$ cat config.mk
export PLATFORM = sky130hd
export DESIGN_NAME = hud_update_scheduler
export DESIGN_NICKNAME = d
export VERILOG_FILES = /design/src/rtl/hud_update_scheduler.sv
export SDC_FILE = /design/constraint.sdc
export NUM_CORES = 1
export LEC_CHECK = 0
export ABC_AREA = 1
export CAP_MARGIN = 10
export CELL_PAD_IN_SITES_DETAIL_PLACEMENT = 2
export CELL_PAD_IN_SITES_GLOBAL_PLACEMENT = 2
export CORE_ASPECT_RATIO = 1.1
export CORE_UTILIZATION = 35
export DETAILED_ROUTE_END_ITERATION = 7
export GPL_TIMING_DRIVEN = 0
export PLACE_DENSITY = 0.84
export SLEW_MARGIN = 20
export SYNTH_ARGS = -nofsm -noshare
export SYNTH_HDL_FRONTEND = slang
export SYNTH_SLANG_ARGS = --single-unit
export TNS_END_PERCENT = 100
$ cat constraint.sdc
create_clock -name clk -period 15.5 [get_ports clk]
set_input_delay 2.325 -clock clk [delete_from_list [all_inputs] [get_ports clk]]
set_output_delay 2.325 -clock clk [all_outputs]
set_load 0.01 [all_outputs]
$ cat src/rtl/hud_update_scheduler.sv
// Purpose: owns the HUD field registers and applies buffered SET/INC/DEC ops with saturation and flash strobes.
// Latency: a request is applied two edges after it is posted when uncontended, at most N_CH+1 edges under full load.
// Backpressure: one op buffered per channel (busy); a request on a busy channel is dropped and flagged in overflow.
module hud_update_scheduler #(
    parameter int              N_CH         = 7,
    parameter logic [7:0]      MAX_VAL      = 8'd99,
    parameter logic [8*N_CH-1:0] INIT_VALS  = {8'd1, 8'd0, 8'd1, 8'd3, 8'd1, 8'd3, 8'd99},
    parameter logic [7:0]      FLASH_FRAMES = 8'd30
) (
    input  logic                clk,
    input  logic                reset,
    input  logic                startOfFrame,
    input  logic [N_CH-1:0]     req,
    input  logic [2*N_CH-1:0]   op,
    input  logic [8*N_CH-1:0]   data,
    output logic [N_CH-1:0]     busy,
    output logic [N_CH-1:0]     ack,
    output logic [N_CH-1:0]     overflow,
    input  logic                clrOverflow,
    output logic [8*N_CH-1:0]   values,
    output logic [N_CH-1:0]     flash
);

    localparam int PW = (N_CH > 1) ? $clog2(N_CH) : 1;

    localparam logic [1:0] OP_SET = 2'd0;
    localparam logic [1:0] OP_INC = 2'd1;
    localparam logic [1:0] OP_DEC = 2'd2;

    logic [7:0]      val_q   [N_CH];
    logic [1:0]      op_q    [N_CH];
    logic [7:0]      dat_q   [N_CH];
    logic [7:0]      cnt_q   [N_CH];
    logic [7:0]      cnt_nxt [N_CH];
    logic [N_CH-1:0] pend_q;
    logic [PW-1:0]   ptr_q;

    logic            gnt_vld;
    logic [PW-1:0]   gnt_idx;
    logic [N_CH-1:0] gnt_oh;
    logic [PW:0]     scan;
    logic [N_CH-1:0] drop;
    logic [N_CH-1:0] take;
    logic [7:0]      old_val;
    logic [7:0]      new_val;
    logic [8:0]      sum9;

    // A request on an already-pending channel is lost, regardless of whether that channel is granted now.
    assign drop = req & pend_q;
    assign take = req & ~pend_q;
    assign busy = pend_q;

    // Round-robin scan starting at the pointer; first pending channel wins.
    always_comb begin
        gnt_vld = 1'b0;
        gnt_idx = '0;
        scan    = '0;
        for (int k = 0; k < N_CH; k++) begin
            scan = {1'b0, ptr_q} + (PW+1)'(k);
            if (scan >= (PW+1)'(N_CH)) begin
                scan = scan - (PW+1)'(N_CH);
            end
            if (!gnt_vld && pend_q[scan[PW-1:0]]) begin
                gnt_vld = 1'b1;
                gnt_idx = scan[PW-1:0];
            end
        end
        gnt_oh = gnt_vld ? (N_CH'(1) << gnt_idx) : '0;
    end

    // Saturating arithmetic for the granted channel, using a 9-bit sum so INC cannot wrap.
    always_comb begin
        old_val = val_q[gnt_idx];
        new_val = old_val;
        sum9    = '0;
        case (op_q[gnt_idx])
            OP_SET: new_val = (dat_q[gnt_idx] > MAX_VAL) ? MAX_VAL : dat_q[gnt_idx];
            OP_INC: begin
                sum9    = {1'b0, old_val} + {1'b0, dat_q[gnt_idx]};
                new_val = (sum9 > {1'b0, MAX_VAL}) ? MAX_VAL : sum9[7:0];
            end
            OP_DEC: new_val = (dat_q[gnt_idx] > old_val) ? 8'd0 : old_val - dat_q[gnt_idx];
            default: new_val = old_val;
        endcase
    end

    // Flash counter next state: a change reloads, otherwise each frame counts down to zero.
    always_comb begin
        for (int i = 0; i < N_CH; i++) begin
            cnt_nxt[i] = cnt_q[i];
            if (gnt_oh[i] && (new_val != old_val)) begin
                cnt_nxt[i] = FLASH_FRAMES;
            end else if (startOfFrame && (cnt_q[i] != 8'd0)) begin
                cnt_nxt[i] = cnt_q[i] - 8'd1;
            end
        end
    end

    // Per-channel operation buffer and pending flags.
    always_ff @(posedge clk) begin
        if (reset) begin
            pend_q <= '0;
        end else begin
            for (int i = 0; i < N_CH; i++) begin
                if (take[i]) begin
                    op_q[i]  <= op[2*i +: 2];
                    dat_q[i] <= data[8*i +: 8];
                end
            end
            pend_q <= (pend_q & ~gnt_oh) | take;
        end
    end

    // Apply the granted operation, pulse its ack and advance the round-robin pointer.
    always_ff @(posedge clk) begin
        if (reset) begin
            for (int i = 0; i < N_CH; i++) begin
                val_q[i] <= INIT_VALS[8*i +: 8];
            end
            ack   <= '0;
            ptr_q <= '0;
        end else begin
            ack <= gnt_oh;
            if (gnt_vld) begin
                val_q[gnt_idx] <= new_val;
                ptr_q <= (gnt_idx == PW'(N_CH-1)) ? '0 : gnt_idx + PW'(1);
            end
        end
    end

    // Flash counters and their registered nonzero strobes.
    always_ff @(posedge clk) begin
        if (reset) begin
            for (int i = 0; i < N_CH; i++) begin
                cnt_q[i] <= 8'd0;
            end
            flash <= '0;
        end else begin
            for (int i = 0; i < N_CH; i++) begin
                cnt_q[i] <= cnt_nxt[i];
                flash[i] <= (cnt_nxt[i] != 8'd0);
            end
        end
    end

    // Sticky drop flags; a new drop beats a simultaneous clear.
    always_ff @(posedge clk) begin
        if (reset) begin
            overflow <= '0;
        end else begin
            overflow <= (clrOverflow ? '0 : overflow) | drop;
        end
    end

    // Flatten the value registers onto the drawer bus.
    always_comb begin
        values = '0;
        for (int i = 0; i < N_CH; i++) begin
            values[8*i +: 8] = val_q[i];
        end
    end

endmodule

=== Word level (Yosys, flattened, before mapping) ===
Memory sizes are Yosys's and may differ from the RTL's.
Index checks and enable logic that the tools add are counted.

* Memories: 4
* Bits in registers: 31
* Input bits: 81
* Word-level logic and storage cells: 203
* Bits in writable memories: 182
* Output and inout bits: 84

{| class="wikitable"
|+ Memories
! memory !! depth !! bits a word !! read ports !! clocked after Yosys merged registers in !! write ports !! line !! text
|-
| cnt_q || 7 || 8 || 7 || 0 || 7 || 33 || <nowiki>logic [7:0] cnt_q [N_CH];</nowiki>
|-
| dat_q || 7 || 8 || 1 || 0 || 7 || 32 || <nowiki>logic [7:0] dat_q [N_CH];</nowiki>
|-
| val_q || 7 || 8 || 8 || 0 || 7 || 30 || <nowiki>logic [7:0] val_q [N_CH];</nowiki>
|-
| op_q || 7 || 2 || 1 || 0 || 7 || 31 || <nowiki>logic [1:0] op_q [N_CH];</nowiki>
|}

* Bitwise logic cells: 14
* Order comparisons: 17
* Shifts and indexed selects: 1
* Eq/ne operators: 4
* $add $sub $neg: 23
* Mux-type cells: 93
* Reductions and logical operators: 42

{| class="wikitable"
|+ Operators with widths
! kind !! count
|-
| 2-to-1 mux 8 bit || 25
|-
| nonzero test 8 bit || 14
|-
| subtractor 8 x 1 -> 8 bit, second input constant || 7
|-
| 2-to-1 mux 3 bit || 16
|-
| 2-to-1 mux 1 bit || 42
|-
| less-than comparator 3 x 4 -> 1 bit, second input constant || 7
|-
| greater-or-equal comparator 4 x 3 -> 1 bit, second input constant || 6
|-
| case mux 8 bit (3 select lines) || 1
|-
| AND 7 bit || 3
|-
| binary-select mux 1 bit (select 3 bit) || 7
|-
| subtractor 3 bit, second input constant || 7
|-
| logical AND 1 bit || 20
|-
| 2-to-1 mux 7 bit || 2
|-
| NOT 7 bit || 2
|-
| bitwise OR 7 bit || 2
|-
| adder 3 x 3 -> 4 bit, second input constant || 3
|-
| adder 8 x 8 -> 9 bit || 1
|-
| greater-than comparator 9 x 7 -> 1 bit, second input constant || 1
|-
| adder 3 x 2 -> 4 bit, second input constant || 2
|-
| greater-than comparator 8 x 7 -> 1 bit, second input constant || 1
|-
| greater-than comparator 8 bit || 1
|-
| != test 8 bit || 1
|-
| OR reduction 8 bit || 1
|-
| subtractor 8 bit || 1
|-
| other kinds (10) || 21
|}

=== Logic depth before layout (Yosys ltp) ===
Gate-level depths: netlist of the first run.
An unclocked memory read counts as a cell.

* Word-level depth: 32
* Depth in mapped cells: 58
* Depth with buffers taken out: 55

=== Least setup slack after synthesis of the first run ===
Ideal clock, no wire load.

* Path kind: reg2reg
* Start point: reg ptr_q[1]
* End point: reg flash[3]
* Period minus slack after synthesis: 6.403 ns
* Data required time: 15.380 ns
* Setup slack: 9.097 ns
* Library setup time: 0.120 ns
* Arrival: 6.283 ns
* Cell stages (with the launch flop): 46
* Path through: dfxtp_1 > inv_1 > ha_1 > inv_1 > fa_1 > o21ai_0 > inv_1 > o211ai_1 > nand2_1 > o21ai_1 > nor2_4 > nand3_2 > inv_1 > nand2_1 > nand2_1 > nand2_2 > nand2_4 > buf_6 > [... 10 more ...] > a21oi_1 > o21ai_0 > xor2_1 > or3_1 > nand2_1 > inv_1 > nand2_1 > o21ai_0 > o31ai_1 > inv_1 > nand3_1 > nand3_1 > nor2_2 > nand3_4 > nand2_2 > nand2_1 > o21ai_1 > nand2_1

* Word-level cells in the longest chain between the ends: 32
* Elaborated cells between the ends (all ways): 88
* Classes of those cells: 15 x add/sub; 10 x order compare; 3 x eq/ne; 1 x shift; 41 x mux; 15 x reduce/logical; 3 x memory

{| class="wikitable"
|+ RTL lines
! what !! line !! text
|-
| from (decl) || 36 || <nowiki>logic [PW-1:0] ptr_q;</nowiki>
|-
| from (signal assigned) || 126 || <nowiki>ptr_q <= (gnt_idx == PW'(N_CH-1)) ? '0 : gnt_idx + PW'(1);</nowiki>
|-
| parallel branches: the longest is 29 deep, another holds adder 3 x 1 -> 4 bit || -- ||
|-
| logical AND 1 bit * || 91 || <nowiki>if (gnt_oh[i] && (new_val != old_val)) begin</nowiki>
|-
| 2-to-1 mux 8 bit * || 91 ||
|-
| nonzero test 8 bit * || 141 || <nowiki>flash[i] <= (cnt_nxt[i] != 8'd0);</nowiki>
|-
| to (signal, indexed assignment) || 141 ||
|-
| to (decl) || 21 || <nowiki>output logic [N_CH-1:0] flash</nowiki>
|}

Every way passes the cells marked *. The select of a mux whose other input is x is not followed.
A chain may end at the register's enable or synchronous reset.

=== Worst setup path in the final report of the first run ===
Same ends and word-level chain as after synthesis.

==> parameters.txt, run 1 <==
Parameter                              Value

Critical path
  Launch point of the critical path ... ptr_q[1]
  Setup Crit Path Kind ... reg2reg
  Buf+Inv Stages, Crit Path ... 10
  Cell with the biggest individual delay on the critical path ... dfxtp_1
  Setup crit start kind ... flop
  Worst endpoint data arrival time ... 9460 ps
  Max incr delay on CP ... 570 ps
  Most common cell type on the critical path ... nand2_1
  Flop2flop setup slack ... 6470 ps
  Worst flop-to-flop path startpoint ... ptr_q[1]
  CP Max Fanout ... 10
  Top delay family on crit path ... simple AND/OR/NAND/NOR gates
  Required time of the worst setup path ... 15,930 ps
  Worst Setup End Kind ... flop

Global route
  Total congestion overflow after global routing ... 0
  Number of global-route vias before repair ... 13,090
  Largest net degree at the start of global routing ... 13
  GRT Resource Usage Total ... 0.2817
  Number of antenna violations at the first check in global routing ... 2
  First-pass GRT wire length ... 77,120 um

Drt
  Drt pass-1 iters ... 5
  Number of DRC markers after the initial detailed-route iteration ... 559
  Via density ... 5.344
  Vias ... 11,800
  Per-cell routed wire length ... 23.05 um
  Count of nets left with antenna violations after detail routing ... 0
  Total wire length after detailed routing ... 50,870 um
  # DRC ... 0

Cells and area
  Fillcell total ... 3,920
  Most frequent standard cell in the layout excluding fill and tap cells ... nand2_1
  Area of the multi-input gates ... 0.005727 mm2
  Area delta synth->final ... 24.77%
  Net count reported at finish ... 1,877
  Final antenna diode count ... 0
  Sequential cell area in the final layout ... 0.005655 mm2
  Layout cell share with drive strength beyond 1 ... 0.07518
  Commonest cells after routing, fill and taps aside ... 369 x nand2_1, 205 x inv_1, 164 x clkdlybuf4s50_1

CTS
  CTS Root Cell ... clkbuf_16
  Count of hold-fix buffers inserted at cts ... 0
  Post CTS Setup Buffer Count ... 0
  Number of gates given a new drive strength after cts ... 0
  CTS Buf Count ... 27
  CTS sink count ... 220
  CTS Buffer Depth ... 3
  Max H-tree Level ... 1
  Worst-skew pair later-pin latency ... 560 ps
  Clock transition at the registers of the reported paths ... 60 ps
  TritonCTS clock tree ... done

STA
  Fin crit share ... 0.5827
  Sum Neg Setup Slack ... 0 ps
  Hold violation count in the final report ... 0
  Final setup viols ... 0
  Clock period minus final worst setup slack ... 9032 ps
  Worst Max-Slew Pin Slew ... 1099 ps
  Max transition margin ... 0.2647
  Final Slew Violations ... 0
  Largest clock skew in the final design ... 17.61 ps
  Unrepaired setup endpoints after global routing ... no
  Upper clock frequency limit ... 110.7 MHz

Synth
  Mapped cell area ... 0.01236 mm2
  Most area-hungry cell type in the Yosys netlist ... edfxtp_1
  Synthesized flop and latch total ... 220
  Leading register cell type out of synthesis ... edfxtp_1
  Post-synthesis area per instance ... 7.977 um2
  Number of standard cells after synthesis ... 1,549
  Share of flip-flops with an asynchronous set or reset ... 0
  Number of flops mapped to enable cells by yosys ... 125
  Main area contributors after synthesis ... edfxtp_1 30%, dfxtp_1 15%, nand2_1 11%
  Proportion of synthesized chip area in sequential cells ... 0.4577
  Post-synth top area share ... 0.3038
  Synth cell types ... 56
  Warnings from Yosys ... 0

Hold path
  Worst min-delay path class ... reg2reg
  Hold_sp ... overflow[2]

Die
  Initial cell density of the core ... 0.3585
  Placeable core region ... 0.03447 mm2
  Height of the chip ... 199.1 um
  Number of placement rows ... 71
  DIE AREA ... 0.03606 mm2
  Boundary pin count ... 165
  Die outline width ... 181.2 um

Placement
  HPWL after DPL ... 38,300 um
  Buffers added on ports ... 164
  RePlAce Congestion ... 0.8882

Job
  Max-cap violations ... 0

Outcome
  Outcome ... complete, no violations
-- final timing paths --
kind,endpoint,depth (start not counted)
setup / recovery,flash[3],49
hold reg to reg,overflow[2],2
hold / removal,overflow[2],2
setup reg to reg,flash[3],49
-- registers in the layout (all words and copies together), names as in the netlist --
name,cells
op_q,14
overflow,7
cnt_q,56
dat_q,56
ptr_q,3
ack,7
busy,7
flash,7
val_q,63
-- tightest hold or removal path, delay by kind of cell, from the launching register on --
kind                   cells  cell delay [ps]
AO/OA/AOI/OAI              1               60
buffers and inverters      1               50
flip-flops                 1              310
-- routing by layer --
metal / wire (um) / track usage / vias to the layer above / share of wire
met5: 26 / 0 / - / 0.00051
met4: 1370 / 0.08851 / 4 / 0.027
met3: 2372 / 0.03937 / 98 / 0.047
met2: 26550 / 0.5359 / 295 / 0.52
met1: 20550 / 0.3239 / 5915 / 0.40
li1: - / - / 5483 / -
-- area by class of cell --
type                    count  share of cell area
plain buffers              32             0.01363
well taps                 438             0.03555
multi-input cells        1088              0.3714
clock buffers              33             0.04658
inverters                 215             0.05235
repair buffers            165              0.1068
clock inverters            16            0.006817
flip-flops and latches    220              0.3668
-- synth_stat cells, types with 6 or more instances --
library cell / number
nand3_1: 139
nor2_1: 165
inv_2: 9
buf_6: 8
inv_1: 205
nor3_1: 35
nand2_1: 369
nand3b_1: 17
a21oi_1: 36
a31oi_1: 7
edfxtp_1: 125
a22oi_1: 6
dfxtp_1: 95
buf_2: 6
nor2_2: 9
ha_1: 44
o211ai_1: 6
xnor2_1: 6
clkbuf_1: 9
or2_2: 9
o21ai_0: 58
nand4_1: 10
o22ai_1: 27
o21ai_1: 25
xor2_1: 38
o31ai_1: 6
buf_4: 6
nand2_2: 19
-- cells by family (layout without fill, tap and decap cells) --
family	after synthesis	count (layout)	share of synthesized area
other	1	7	0.0003035
AND/OR/NAND/NOR	800	800	0.2871
buffers and inverters	247	461	0.08232
AO/OA/AOI/OAI	189	189	0.09073
adder cells (fa/ha/maj)	47	47	0.04941
flip-flops	220	220	0.4577
XOR/XNOR	45	45	0.03250
-- stage by stage --
step | hold WS [ps] | cells | instance area (um2) | setup slack (ps) | util
global placement | 453.0 | 2157 | 14570 | 6897 | 0.4227
global route | 491.8 | 2207 | 15420 | 5659 | 0.4473
floorplan | 484.1 | 1555 | 12380 | 9097 | -
detailed placement | 462.5 | 2158 | 14590 | 6582 | 0.4233
CTS | 473.2 | 2207 | 15410 | 6505 | 0.4472
finish | 475.3 | 2207 | 15420 | 6468 | 0.4473
Power of run 1 is not shown: default switching activity piles up to over one toggle a cycle in this logic, so the estimate is an artifact.
==> inputs of run 2 (changes only) <==
- CORE_UTILIZATION: 35 -> 30
- PLACE_DENSITY: 0.84 -> 0.77
- clock period: 15.5 -> 8.24 ns (I/O delays scaled with it)
==> run 2 against run 1 <==
First-iteration DRC count shrank 5.7%. Setup slack lost 6000 ps. Cell area grew 3.2%. Clock skew shrank 6.2 ps. Critical path depth is the same. Largest cell class unchanged.
==> parameters.txt, run 2 (same netlist as run 1, synthesis figures left out) <==
Parameter                              Value

Critical path
  Top delay family on crit path ... simple AND/OR/NAND/NOR gates
  Max incr delay on CP ... 420 ps
  Cell with the biggest individual delay on the critical path ... dfxtp_4
  CP Max Fanout ... 10
  Buf+Inv Stages, Crit Path ... 10
  Setup crit start kind ... flop
  Setup Crit Path Kind ... reg2reg
  Worst endpoint data arrival time ... 8200 ps
  Worst Setup End Kind ... flop
  Most common cell type on the critical path ... nand2_1
  Required time of the worst setup path ... 8670 ps

Outcome
  Outcome ... complete, no violations

Die
  DIE AREA ... 0.04201 mm2
  Number of placement rows ... 77
  Die outline width ... 195.5 um
  Placeable core region ... 0.04037 mm2
  Boundary pin count ... 165
  Initial cell density of the core ... 0.3061
  Height of the chip ... 214.9 um

Placement
  RePlAce Congestion ... 0.8571
  Buffers added on ports ... 164
  HPWL after DPL ... 38,180 um
  Post-Place Setup Slack ... -681.1 ps

CTS
  TritonCTS clock tree ... done
  Max H-tree Level ... 1
  Worst-skew pair later-pin latency ... 560 ps
  Count of hold-fix buffers inserted at cts ... 0
  CTS Root Cell ... clkbuf_16
  CTS sink count ... 220
  Clock transition at the registers of the reported paths ... 60 ps
  CTS Buf Count ... 27
  CTS Buffer Depth ... 3

Global route
  Number of antenna violations at the first check in global routing ... 0
  Largest net degree at the start of global routing ... 14
  GRT Resource Usage Total ... 0.2349
  Total congestion overflow after global routing ... 0
  Number of global-route vias before repair ... 13,000
  First-pass GRT wire length ... 75,400 um

Drt
  Drt pass-1 iters ... 5
  Total wire length after detailed routing ... 50,530 um
  Vias ... 11,760
  Per-cell routed wire length ... 21.97 um
  Count of nets left with antenna violations after detail routing ... 0
  Via density ... 5.111
  Number of DRC markers after the initial detailed-route iteration ... 527
  # DRC ... 0

STA
  Fin crit share ... 0.9437
  Setup slack after layout ... 463.7 ps
  Hold violation count in the final report ... 0
  Largest clock skew in the final design ... 11.43 ps
  Upper clock frequency limit ... 128.6 MHz
  Final setup viols ... 0
  Worst hold slack ... 469.8 ps
  Max transition margin ... 0.2986
  Worst Max-Slew Pin Slew ... 1048 ps
  Final Slew Violations ... 0
  Clock period minus final worst setup slack ... 7776 ps

Cells and area
  Sequential cell area in the final layout ... 0.005664 mm2
  Final antenna diode count ... 0
  Register with the highest flop count ... val_q
  Commonest cells after routing, fill and taps aside ... 366 x nand2_1, 202 x inv_1, 164 x clkdlybuf4s50_1
  Fillcell total ... 4,624
  Layout cell share with drive strength beyond 1 ... 0.09961
  Number of flip-flops under the largest register name ... 63
  Leading registers by flop count ... val_q: 63 flops, cnt_q: 56 flops, dat_q: 56 flops
  Area delta synth->final ... 28.73%
  Net count reported at finish ... 1,894
  Most frequent standard cell in the layout excluding fill and tap cells ... nand2_1
  Area of the multi-input gates ... 0.005884 mm2

Hold path
  Worst min-delay path class ... reg2reg

Job
  Max-cap violations ... 0
## run 2: cell types whose count changed in the layout (fill, tap and decap cells not counted), moves of 4 or more
cell,previous run,this run
ha_1,44,40
o21ai_0,58,53
nand2_4,5,10
o21ai_2,1,6
buf_4,6,21
clkbuf_1,13,17
buf_2,7,3
nor2_1,160,156
clkinv_2,5,1
## run 2: through the flow
step	setup TNS (ps)	cells	cell area, um2	utilization
final	0	2300	15910	0.3940
after global routing	-1250	2300	15910	0.3940
after CTS	0	2288	15640	0.3875
after detailed placement	-31890	2235	14720	0.3645
after global placement	-18810	2232	14660	0.3632
after floorplan	0	1555	12380	-
## run 2: path summary, 6_finish.rpt
check                                  from          end  slack, ps  cells after the start
worst min register to register  overflow[4]  overflow[4]        470                      2
worst max register to register     ptr_q[1]     flash[5]        460                     49
worst max-delay path               ptr_q[1]     flash[5]        460                     49
worst min-delay path            overflow[4]  overflow[4]        470                      2
## run 2: what timing repair did
item | CTS | global route
pin swaps | 0 | 6
setup endpoints to repair | 80 | 63
gates resized for setup | 13 | 45
setup buffers | 3 | 13
cloned | 0 | 1
## run 2: layer usage
layer,part of all wire,vias up,wire (um),global-route usage
met1,0.42,5913,21080,0.2749
met5,0,-,0,0
met2,0.51,242,26000,0.4338
met4,0.032,0,1636,0.08871
met3,0.036,88,1820,0.02825
li1,-,5512,-,-
## run 2: layout make-up
type,instances,share of cell area
multi-input cells,1089,0.3699
flip-flops and latches,220,0.3561
repair buffers,183,0.1130
inverters,215,0.05136
clock buffers,37,0.04547
well taps,513,0.04035
plain buffers,30,0.01432
clock inverters,13,0.009518
## run 2: worst min-delay path: stages, from the launching register on
cell and delay [ps]:
dfxtp_1 310, inv_1 50, o22ai_1 60
Power of run 2 is left out for the same reason.
